$ cat src/rtl/mmio_mul_pkg.sv
// Shared definitions for the mmio_mul_chain accelerator: register offsets,
// STATUS/CTRL bit positions, accumulator type, FSM states and a byte-lane helper.
package mmio_mul_pkg;

  localparam logic [7:0] OFF_OPERAND = 8'h00;
  localparam logic [7:0] OFF_CTRL    = 8'h80;
  localparam logic [7:0] OFF_STATUS  = 8'h84;
  localparam logic [7:0] OFF_RES_LO  = 8'h88;
  localparam logic [7:0] OFF_RES_HI  = 8'h8C;

  localparam int STATUS_BUSY_BIT = 0;
  localparam int STATUS_DONE_BIT = 1;
  localparam int STATUS_OVF_BIT  = 2;
  localparam int CTRL_START_BIT  = 31;

  typedef logic [63:0] acc_t;

  typedef enum logic {
    ST_IDLE,
    ST_RUN
  } seq_state_t;

  // Replace only the byte lanes selected by strb.
  function automatic logic [31:0] merge_bytes(input logic [31:0] old_val,
                                              input logic [31:0] new_val,
                                              input logic [3:0]  strb);
    logic [31:0] r;
    r = old_val;
    for (int i = 0; i < 4; i++) begin
      if (strb[i]) r[8*i +: 8] = new_val[8*i +: 8];
    end
    return r;
  endfunction

endpackage

$ cat src/rtl/seq_mul_64x32.sv
// Iterative shift-add multiplier: 64-bit a times 32-bit b, one multiplier bit
// per cycle. The product and done pulse appear combinationally during the 32nd
// cycle after start so the caller can chain the next step on the same edge.
// Optional macro MMIO_MUL_OVF_EN widens the partial product to 96 bits and
// exposes an ovf flag for products that do not fit in 64 bits.
module seq_mul_64x32
  import mmio_mul_pkg::*;
(
  input  logic        clk,
  input  logic        resetn,
  input  logic        start,
  input  acc_t        a,
  input  logic [31:0] b,
  output acc_t        product,
  output logic        done
`ifdef MMIO_MUL_OVF_EN
  ,
  output logic        ovf
`endif
);

`ifdef MMIO_MUL_OVF_EN
  localparam int PW = 96;
`else
  localparam int PW = 64;
`endif

  logic [PW-1:0] a_sh;
  logic [PW-1:0] part;
  logic [PW-1:0] part_next;
  logic [31:0]   b_sh;
  logic [5:0]    cnt;
  logic          active;

  // Partial product after adding the current multiplicand row.
  always_comb begin
    part_next = part + (b_sh[0] ? a_sh : '0);
  end

  assign product = part_next[63:0];
  assign done    = active && (cnt == 6'd1);

`ifdef MMIO_MUL_OVF_EN
  assign ovf = |part_next[PW-1:64];
`endif

  // Shift-add iteration; a new start reloads the operands even mid-run.
  always_ff @(posedge clk or negedge resetn) begin
    if (!resetn) begin
      a_sh   <= '0;
      b_sh   <= '0;
      part   <= '0;
      cnt    <= '0;
      active <= 1'b0;
    end else if (start) begin
      a_sh   <= PW'(a);
      b_sh   <= b;
      part   <= '0;
      cnt    <= 6'd32;
      active <= 1'b1;
    end else if (active) begin
      part <= part_next;
      a_sh <= a_sh << 1;
      b_sh <= b_sh >> 1;
      cnt  <= cnt - 6'd1;
      if (cnt == 6'd1) active <= 1'b0;
    end
  end

endmodule

$ cat src/rtl/mmio_mul_chain.sv
// Memory-mapped product-chain accelerator on a PicoRV32-style mem bus.
// Holds N operands, multiplies operand[0..k-1] modulo 2^64 using the
// sequential multiplier, and reports busy/done/ovf plus a completion pulse.
// Optional macro MMIO_MUL_OVF_EN enables the sticky overflow flag.
module mmio_mul_chain
  import mmio_mul_pkg::*;
#(
  parameter logic [31:0] ADDR_BASE = 32'h0100_3000,
  parameter int          N         = 8,
  parameter int          CNT_W     = 6
) (
  input  logic        clk,
  input  logic        resetn,
  input  logic        mem_valid,
  output logic        mem_ready,
  input  logic [31:0] mem_addr,
  input  logic [31:0] mem_wdata,
  input  logic [3:0]  mem_wstrb,
  output logic [31:0] mem_rdata,
  output logic        busy,
  output logic        done_irq
);

  localparam int IDX_W = (N > 1) ? $clog2(N) : 1;

  logic [31:0]      operand [N];
  logic [31:0]      ctrl_reg;
  logic [CNT_W-1:0] step;
  logic [CNT_W-1:0] k_reg;
  acc_t             acc;
  acc_t             result;
  logic             done_flag;
  logic             ovf_flag;
  logic             launch;
  seq_state_t       state;
  seq_state_t       state_next;

  logic             in_window;
  logic [7:0]       offset;
  logic [4:0]       word_idx;
  logic [IDX_W-1:0] op_sel;
  logic             op_hit;
  logic             accept;
  logic             is_write;
  logic [31:0]      ctrl_merged;
  logic [CNT_W-1:0] count_in;
  logic [CNT_W-1:0] k_eff;
  logic             start_cmd;
  logic [31:0]      rd_value;
  logic             unused_addr_bits;

  logic             mul_start;
  acc_t             mul_a;
  logic [31:0]      mul_b;
  logic [CNT_W-1:0] b_idx;
  acc_t             mul_product;
  logic             mul_done;
  logic             mul_ovf;
  logic             finish;
  acc_t             fin_val;

  assign in_window        = (mem_addr[31:8] == ADDR_BASE[31:8]);
  assign offset           = mem_addr[7:0];
  assign word_idx         = offset[6:2];
  assign op_sel           = word_idx[IDX_W-1:0];
  assign op_hit           = (offset[7] == 1'b0) && (32'(word_idx) < N);
  assign unused_addr_bits = ^mem_addr[1:0];
  assign accept           = mem_valid && !mem_ready && in_window;
  assign is_write         = |mem_wstrb;
  assign busy             = (state == ST_RUN);

  assign ctrl_merged = merge_bytes(ctrl_reg, mem_wdata, mem_wstrb);
  assign count_in    = ctrl_merged[CNT_W-1:0];
  assign k_eff       = (count_in > CNT_W'(N)) ? CNT_W'(N) : count_in;
  assign start_cmd   = accept && (offset == OFF_CTRL) && mem_wstrb[3] &&
                       mem_wdata[CTRL_START_BIT] && (state == ST_IDLE);

  assign mul_b = operand[b_idx[IDX_W-1:0]];

  seq_mul_64x32 u_mul (
    .clk     (clk),
    .resetn  (resetn),
    .start   (mul_start),
    .a       (mul_a),
    .b       (mul_b),
    .product (mul_product),
    .done    (mul_done)
`ifdef MMIO_MUL_OVF_EN
    ,
    .ovf     (mul_ovf)
`endif
  );

`ifndef MMIO_MUL_OVF_EN
  assign mul_ovf = 1'b0;
`endif

  // Register read mux; unmapped offsets inside the window read as zero.
  always_comb begin
    rd_value = '0;
    if (op_hit) begin
      rd_value = operand[op_sel];
    end else begin
      case (offset)
        OFF_STATUS: begin
          rd_value[STATUS_BUSY_BIT] = busy;
          rd_value[STATUS_DONE_BIT] = done_flag;
          rd_value[STATUS_OVF_BIT]  = ovf_flag;
        end
        OFF_RES_LO: rd_value = result[31:0];
        OFF_RES_HI: rd_value = result[63:32];
        default:    rd_value = '0;
      endcase
    end
  end

  // One-cycle bus acknowledge with read data.
  always_ff @(posedge clk or negedge resetn) begin
    if (!resetn) begin
      mem_ready <= 1'b0;
      mem_rdata <= '0;
    end else begin
      mem_ready <= accept;
      mem_rdata <= (accept && !is_write) ? rd_value : '0;
    end
  end

  // Operand and CTRL count storage; operand writes are dropped while running.
  always_ff @(posedge clk or negedge resetn) begin
    if (!resetn) begin
      for (int i = 0; i < N; i++) operand[i] <= '0;
      ctrl_reg <= '0;
    end else if (accept && is_write) begin
      if (op_hit && (state == ST_IDLE)) begin
        operand[op_sel] <= merge_bytes(operand[op_sel], mem_wdata, mem_wstrb);
      end
      if (offset == OFF_CTRL) begin
        ctrl_reg <= {{(32-CNT_W){1'b0}}, count_in};
      end
    end
  end

  // Sequencing FSM state register.
  always_ff @(posedge clk or negedge resetn) begin
    if (!resetn) state <= ST_IDLE;
    else         state <= state_next;
  end

  // Next state and multiplier launch; the first step waits one cycle after START.
  always_comb begin
    state_next = state;
    mul_start  = 1'b0;
    mul_a      = acc;
    b_idx      = step;
    finish     = 1'b0;
    fin_val    = acc;
    case (state)
      ST_IDLE: begin
        if (start_cmd && (k_eff != '0)) state_next = ST_RUN;
      end
      ST_RUN: begin
        if (launch) begin
          if (k_reg == CNT_W'(1)) begin
            finish     = 1'b1;
            state_next = ST_IDLE;
          end else begin
            mul_start = 1'b1;
          end
        end else if (mul_done) begin
          if (step == k_reg - CNT_W'(1)) begin
            finish     = 1'b1;
            fin_val    = mul_product;
            state_next = ST_IDLE;
          end else begin
            mul_start = 1'b1;
            mul_a     = mul_product;
            b_idx     = step + CNT_W'(1);
          end
        end
      end
      default: state_next = ST_IDLE;
    endcase
  end

  // Accumulator, step counter, result and status flags.
  always_ff @(posedge clk or negedge resetn) begin
    if (!resetn) begin
      acc       <= '0;
      result    <= '0;
      step      <= '0;
      k_reg     <= '0;
      launch    <= 1'b0;
      done_flag <= 1'b0;
      ovf_flag  <= 1'b0;
      done_irq  <= 1'b0;
    end else begin
      done_irq <= finish;
      if (start_cmd) begin
        done_flag <= 1'b0;
        ovf_flag  <= 1'b0;
        if (k_eff == '0) begin
          result    <= 64'd1;
          done_flag <= 1'b1;
          done_irq  <= 1'b1;
        end else begin
          acc    <= {32'd0, operand[0]};
          step   <= CNT_W'(1);
          k_reg  <= k_eff;
          launch <= 1'b1;
        end
      end else if (state == ST_RUN) begin
        launch <= 1'b0;
        if (mul_done && !launch) begin
          ovf_flag <= ovf_flag | mul_ovf;
          if (!finish) begin
            acc  <= mul_product;
            step <= step + CNT_W'(1);
          end
        end
        if (finish) begin
          result    <= fin_val;
          done_flag <= 1'b1;
        end
      end
    end
  end

endmodule

$ cat config.mk
export PLATFORM = sky130hd
export DESIGN_NAME = mmio_mul_chain
export DESIGN_NICKNAME = d
export VERILOG_FILES = /design/src/rtl/mmio_mul_pkg.sv /design/src/rtl/seq_mul_64x32.sv /design/src/rtl/mmio_mul_chain.sv
export SDC_FILE = /design/constraint.sdc
export NUM_CORES = 2
export LEC_CHECK = 0
export BUFFER_PORTS_ARGS = -buffer_cell sky130_fd_sc_hd__buf_4
export CAP_MARGIN = 5
export CORE_UTILIZATION = 60
export CTS_BUF_LIST = sky130_fd_sc_hd__clkbuf_4 sky130_fd_sc_hd__clkbuf_8 sky130_fd_sc_hd__clkbuf_16
export CTS_CLUSTER_SIZE = 24
export DETAILED_ROUTE_END_ITERATION = 10
export PLACE_DENSITY_LB_ADDON = 0.2
export SLEW_MARGIN = 20
export SYNTH_ARGS = -nofsm -noshare
export SYNTH_HDL_FRONTEND = slang
export SYNTH_HIERARCHICAL = 1
export SYNTH_SLANG_ARGS = --single-unit
$ cat constraint.sdc
create_clock -name clk -period 9.76 [get_ports clk]
set_clock_uncertainty 0.15 [all_clocks]
set_input_delay 0 -clock clk [delete_from_list [all_inputs] [get_ports clk]]
set_output_delay 0 -clock clk [all_outputs]
set_load 0.02 [all_outputs]
# After elaboration in Yosys (flattened, before gate mapping)
# Cells that the tools add are included.
[classes]
addsub = 4
order_cmp = 5
eq_ne = 11
n_mux = 87
bitwise = 5
reduce_logical = 31
[op_table]
columns = ["operator", "n"]
rows = [
  ["$mux 64", 21],
  ["$mux 32", 9],
  ["$bwmux 256", 1],
  ["$bmux 32 s3", 2],
  ["$demux 32 s3", 1],
  ["$mux 8", 12],
  ["$add 64x64->64", 1],
  ["$pmux 29 s2", 1],
  ["$mux 6", 9],
  ["$eq 8x8->1 const B", 4],
  ["$mux 1", 25],
  ["$eq 24x17->1 const B", 1],
  ["$logic_and 1x1->1", 14],
  ["$eq 6x1->1 const B", 2],
  ["$mux 3", 4],
  ["$sub 6x1->6 const B", 2],
  ["$reduce_and 2->1", 5],
  ["$pmux 3 s3", 1],
  ["$ge 4x4->1 const B", 2],
  ["$not 3->4", 2],
  ["$reduce_bool 2->1", 4],
  ["$add 6x1->6 const B", 1],
  ["$eq 6x6->1", 1],
  ["$gt 6x4->1 const B", 1],
  ["other kinds (12)", 17],
]
[totals]
ff_bits = 606
inputBits = 71
output_inout_bits = 35

# Depth between registers and ports, before layout
[depth]
word_depth = 11
depth_mapped = 18
ltp_nobuf = 16

# By module
# The synthesis kept the hierarchy.
[modules_own_cells]
columns = ["mod", "instances", "cells_per_inst", "area_per_inst_um2", "seq_area_each_um2"]
rows = [
  ["mmio_mul_chain", 1, 2216, 22392.7, 10985.5],
  ["seq_mul_64x32", 1, 1344, 11693.7, 4179.0],
]

# Worst setup path after synthesis
# Ideal clock, no wire load.
[synth_timing]
path_kind = "reg-to-reg"
start = "register u_mul.b_sh[0]"
end = "register u_mul.a_sh[62]"
setup_time_ns = 0.133
t_arrival_ns = 3.408
path_slack_ns = 6.069
path_stages_with_launch = 19
n_path_buf = 2
period_less_slack_ns = 3.691
cell_sequence = "dfrtp_1 > clkbuf_1 > clkbuf_1 > and2_1 > ha_1 > fa_1 > a211oi_1 > nor4_1 > nor2_1 > a211oi_1 > o211ai_1 > a211oi_2 > nor2_1 > o21ai_0 > xor2_1 > nand2_1 > nand2_1 > nand2_1 > o21ai_0"
[synth_via]
elab_chain_len = 7
[synth_lines]
columns = ["element", "line_no", "source"]
rows = [
  ["start: declaration", "seq_mul_64x32.sv:31", "logic [31:0] b_sh;"],
  ["start signal: assignment", "seq_mul_64x32.sv:64", "b_sh <= b_sh >> 1;"],
  ["$mux 64", "seq_mul_64x32.sv:37", "part_next = part + (b_sh[0] ? a_sh : '0);"],
  ["$add 64x64->64", "seq_mul_64x32.sv:37", ""],
  ["named net mul_product[62]", "mmio_mul_chain.sv:56", "acc_t mul_product;"],
  ["$mux 64", "mmio_mul_chain.sv:170", "if (step == k_reg - CNT_W'(1)) begin"],
  ["$mux 64", "mmio_mul_chain.sv:169", "end else if (mul_done) begin"],
  ["$mux 64", "mmio_mul_chain.sv:162", "if (launch) begin"],
  ["$mux 64", "mmio_mul_chain.sv:157", "case (state)"],
  ["named net mul_a[62]", "mmio_mul_chain.sv:53", "acc_t mul_a;"],
  ["$mux 64", "seq_mul_64x32.sv:55", "end else if (start) begin"],
  ["end signal: assignment", "seq_mul_64x32.sv:56", "a_sh <= PW'(a);"],
  ["end signal: assignment", "seq_mul_64x32.sv:63", "a_sh <= a_sh << 1;"],
  ["end: declaration", "seq_mul_64x32.sv:28", "logic [PW-1:0] a_sh;"],
]
# The timed path passes the listed nets, and every way through them passes these cells.
# A chain may end at the register's enable or synchronous reset.

# Worst setup path in the final report
[layout_timing]
start = "register u_mul.active"
end = "register u_mul.b_sh[28]"
[layout_via]
elab_chain_len = 9
elab_cells_between_ends = 13
classes_between = "mux (10); bitwise (1); reduce/logical (2)"
[layout_lines]
columns = ["element", "line_no", "source"]
rows = [
  ["start: declaration", "seq_mul_64x32.sv:33", "logic active;"],
  ["start signal: assignment", "seq_mul_64x32.sv:54", "active <= 1'b0;"],
  ["start signal: assignment", "seq_mul_64x32.sv:60", "active <= 1'b1;"],
  ["start signal: assignment", "seq_mul_64x32.sv:66", "if (cnt == 6'd1) active <= 1'b0;"],
  ["$logic_and 1x1->1", "seq_mul_64x32.sv:41", "assign done = active && (cnt == 6'd1);"],
  ["named net mul_done", "mmio_mul_chain.sv:57", "logic mul_done;"],
  ["$mux 3", "mmio_mul_chain.sv:169", ""],
  ["$mux 3", "mmio_mul_chain.sv:162", ""],
  ["$mux 3", "mmio_mul_chain.sv:157", ""],
  ["$not 3->4 (implied by the code)", "mmio_mul_chain.sv:78", "assign mul_b = operand[b_idx[IDX_W-1:0]];"],
  ["$bmux 32 s3", "mmio_mul_chain.sv:78", ""],
  ["$mux 32 (implied by the code) (2 in series)", "mmio_mul_chain.sv:78", ""],
  ["named net mul_b[28]", "mmio_mul_chain.sv:54", "logic [31:0] mul_b;"],
  ["$mux 32", "seq_mul_64x32.sv:55", ""],
]
# The timed path passes the listed nets, and every way through them passes these cells. The select of a mux whose other input is x is not followed.

==> run_results.csv <==
group,metric,value,unit
die,dieArea,57770,um^2
synth,synth_area_per_cell,9.575,um^2
die,initial_core_util,0.6127,
drt,ant_nets,0,
worst_setup_path,reg2reg_from,"u_mul/active",
power_and_ir_drop,total_leakage_power,17.63,nW
run_status,status,"finished clean",
synth,yosysTopAreaCellShare,0.4449,
worst_setup_path,cpPeakStageDelay,0.91,ns
timing,relSlewSlack,0.2187,
timing,min_period,5.115,ns
final_layout,largest_register_ffs,256,
drt,post_drt_wl_per_cell,22.60,um
synth,async_flop_share,1.000,
die,core_area,55630,um^2
power_and_ir_drop,p_total,5.350,mW
synth,synth_edf_count,0,
grt,grt_pass1_wl,156000,um
clocking,h-tree-depth,3,
die,num_io_pins,106,
worst_setup_path,cp.arrival,5.50,ns
die,die_w,240.4,um
final_layout,n_fill_cell,4309,
hold_path,hp-class,"in -> reg",
worst_setup_path,critPathKind,"reg -> reg",
worst_setup_path,critPathMaxFanout,72,
synth,syn-num-nets,3700,
flow_run,maxCapViolations,0,
timing,finalCritPeriodShare,0.5241,
final_layout,drive_gt1_frac,0.1179,
power_and_ir_drop,power_density,141.0,nW/um^2
grt,grt_usage,0.3478,
timing,setup_violations,0,
clocking,clock-root-buffer,"clkbuf_16",
grt,grt_max_degree,184,
clocking,clk_pin_slew,0.06,ns
worst_setup_path,cp.required,10.14,ns
grt,antenna_found_initial,6,
clocking,cts-buffers-inserted,67,
placement,portBuffers,105,
drt,vias_per_cell,6.509,
timing,worst_pin_slew,1.172,ns
synth,yosysUniqueCellTypes,88,
synth,ys_ff_latch,606,
final_layout,final_nets,3701,
clocking,cts_tree,"done",
timing,hold_violations,0,
worst_setup_path,end_kind,"flop",
synth,synthFlopType,"dfrtp_1",
grt,grt_pass1_vias,28510,
drt,wirelength,98500,um
clocking,cts_buffer_depth,3,
synth,synth_warnings,6,
synth,synth.area.top_cells,"dfrtp_1 44%, mux2i_1 10%, nand2_1 8.1%",
worst_setup_path,cpMaxStageDelayCell,"buf_4",
drt,routed-via-count,28370,
timing,max_freq,0.1955,GHz
final_layout,top_register,"operand",
drt,drtIter0Drc,2761,
die,die_y,240.4,um
clocking,clock-sinks,606,
final_layout,final_cell_mix,"729 x nand2_1, 605 x dfrtp_1, 464 x o21ai_0",
worst_setup_path,setup.worst_path.start_class,"flop",
die,row_count,86,
drt,firstDrtPassIters,6,
worst_setup_path,worstSetupStartpoint,"u_mul/active",
grt,overflow,0,
synth,netlist_instances,3560,
worst_setup_path,worstPathCellList,"inv_1, buf_4, nor2_1, nand3_1, nor2b_1, a22oi_4, buf_4, xnor2_4, buf_4, mux2i_1, a32o_1, a221oi_1, nand2_1, o21ai_0",
clocking,cts_setup_buffers,0,
drt,drcViolationCount,0,
timing,setup_tns,0,ns
final_layout,final_common_cell,"nand2_1",
synth,ys_seq_area_frac,0.4449,
timing,report.final.slew_viol_count,0,
power_and_ir_drop,vdd_drop_max,0.0001387,V
final_layout,area_growth,11.31,%
synth,yosys.area.top_type,"dfrtp_1",
worst_setup_path,path_common_cell,"buf_4",
synth,synth_area,34090,um^2
timing,grt_setup_unrepaired,"no",
hold_path,hold_start,"mem_addr[0]",
placement,routabilityCongestion,0.9455,
placement,hpwl,61850,um
clocking,insertion_delay,0.62,ns
==> Yosys cell counts (all sizes together), types with 10 or more instances <==
cell,number
nand2,735
dfrtp,606
o21ai,507
mux2i,355
clkbuf,170
nor2,144
buf,96
nand3,88
a21oi,80
and2,73
ha,68
mux4,64
xnor2,47
a22o,43
mux2,41
a221oi,37
a32o,35
nor3,34
a222oi,30
nand4,27
inv,26
a21o,25
xor2,25
o21bai,15
a211oi,14
nor2b,14
and3,12
nor4,12
a31oi,10
==> final timing paths <==
kind / to / slack [ns] / cells after the start
hold reg to reg: u_mul/part[53] / 0.34 / 2
setup / recovery: u_mul/b_sh[28] / 4.64 / 14
setup reg to reg: u_mul/b_sh[28] / 4.64 / 14
max in group asynchronous: u_mul/active / 7.01 / 6
hold / removal: mem_rdata[0] / 0.04 / 6
min in group asynchronous: operand[56] / 0.42 / 4
==> per-stage QoR <==
stage                       util  std cells  hold WS, ns  worst slack (ns)  instance area [um^2]
after floorplan                -       3560      -0.4456             6.069                 34090
after global placement    0.6322       4188     -0.02214             4.696                 35170
after detailed placement  0.6322       4188     -0.02412             4.486                 35170
after CTS                 0.6810       4352     0.005901             4.430                 37890
after global routing      0.6819       4356      0.05883             4.418                 37930
final                     0.6820       4359      0.03939             4.645                 37940
==> cell type report <==
type / instances / area (um^2) / share of cell area
multi-input cells: 2662 / 17820 / 0.4698
flip-flops and latches: 606 / 15170 / 0.3998
clock buffers: 97 / 2029 / 0.05349
repair buffers: 198 / 1702 / 0.04485
well taps: 748 / 935.9 / 0.02467
clock inverters: 17 / 171.4 / 0.004518
inverters: 26 / 97.59 / 0.002572
diodes: 5 / 12.51 / 0.0003298
==> where the power goes <==
part	leakage [nW]	switching (mW)	internal, mW	total [mW]
Clock	1.11	1.04	1.50	2.54
Sequential	8.11	0.00749	2.52	2.52
Combinational	8.41	0.179	0.103	0.282
==> routing by layer <==
layer | wire, um | global-route usage | up-vias
met2 | 45850 | 0.5462 | 1292
met5 | 0 | 0 | -
met3 | 8190 | 0.07130 | 252
li1 | - | - | 12730
met4 | 3298 | 0.1395 | 0
met1 | 41160 | 0.4732 | 14100
==> kinds of logic (layout without fill, tap and decap cells) <==
logic type | count (synthesis) | in the layout | share of synthesized area
adder cells (fa/ha/maj) | 69 | 69 | 0.02555
other | 0 | 5 | 0
multiplexers | 460 | 460 | 0.1601
AND/OR/NAND/NOR | 1193 | 1193 | 0.1534
XOR/XNOR | 72 | 72 | 0.01894
flip-flops | 606 | 606 | 0.4449
buffers and inverters | 292 | 338 | 0.03583
AO/OA/AOI/OAI | 868 | 868 | 0.1614
==> critical path: cells and delay by family (launching register included) <==
family | cells | cell delay [ns]
buf+inv | 4 | 1.70
simple gates | 4 | 0.78
xor+xnor | 1 | 0.74
compound gates | 4 | 0.70
flops | 1 | 0.63
mux | 1 | 0.20
==> what timing repair did <==
item	in CTS	in global routing
hold endpoints to repair	384	0
resized for setup	0	0
hold buffers	50	0
endpoints found under the setup margin	0	0
Power figures use the tool's default switching activity.
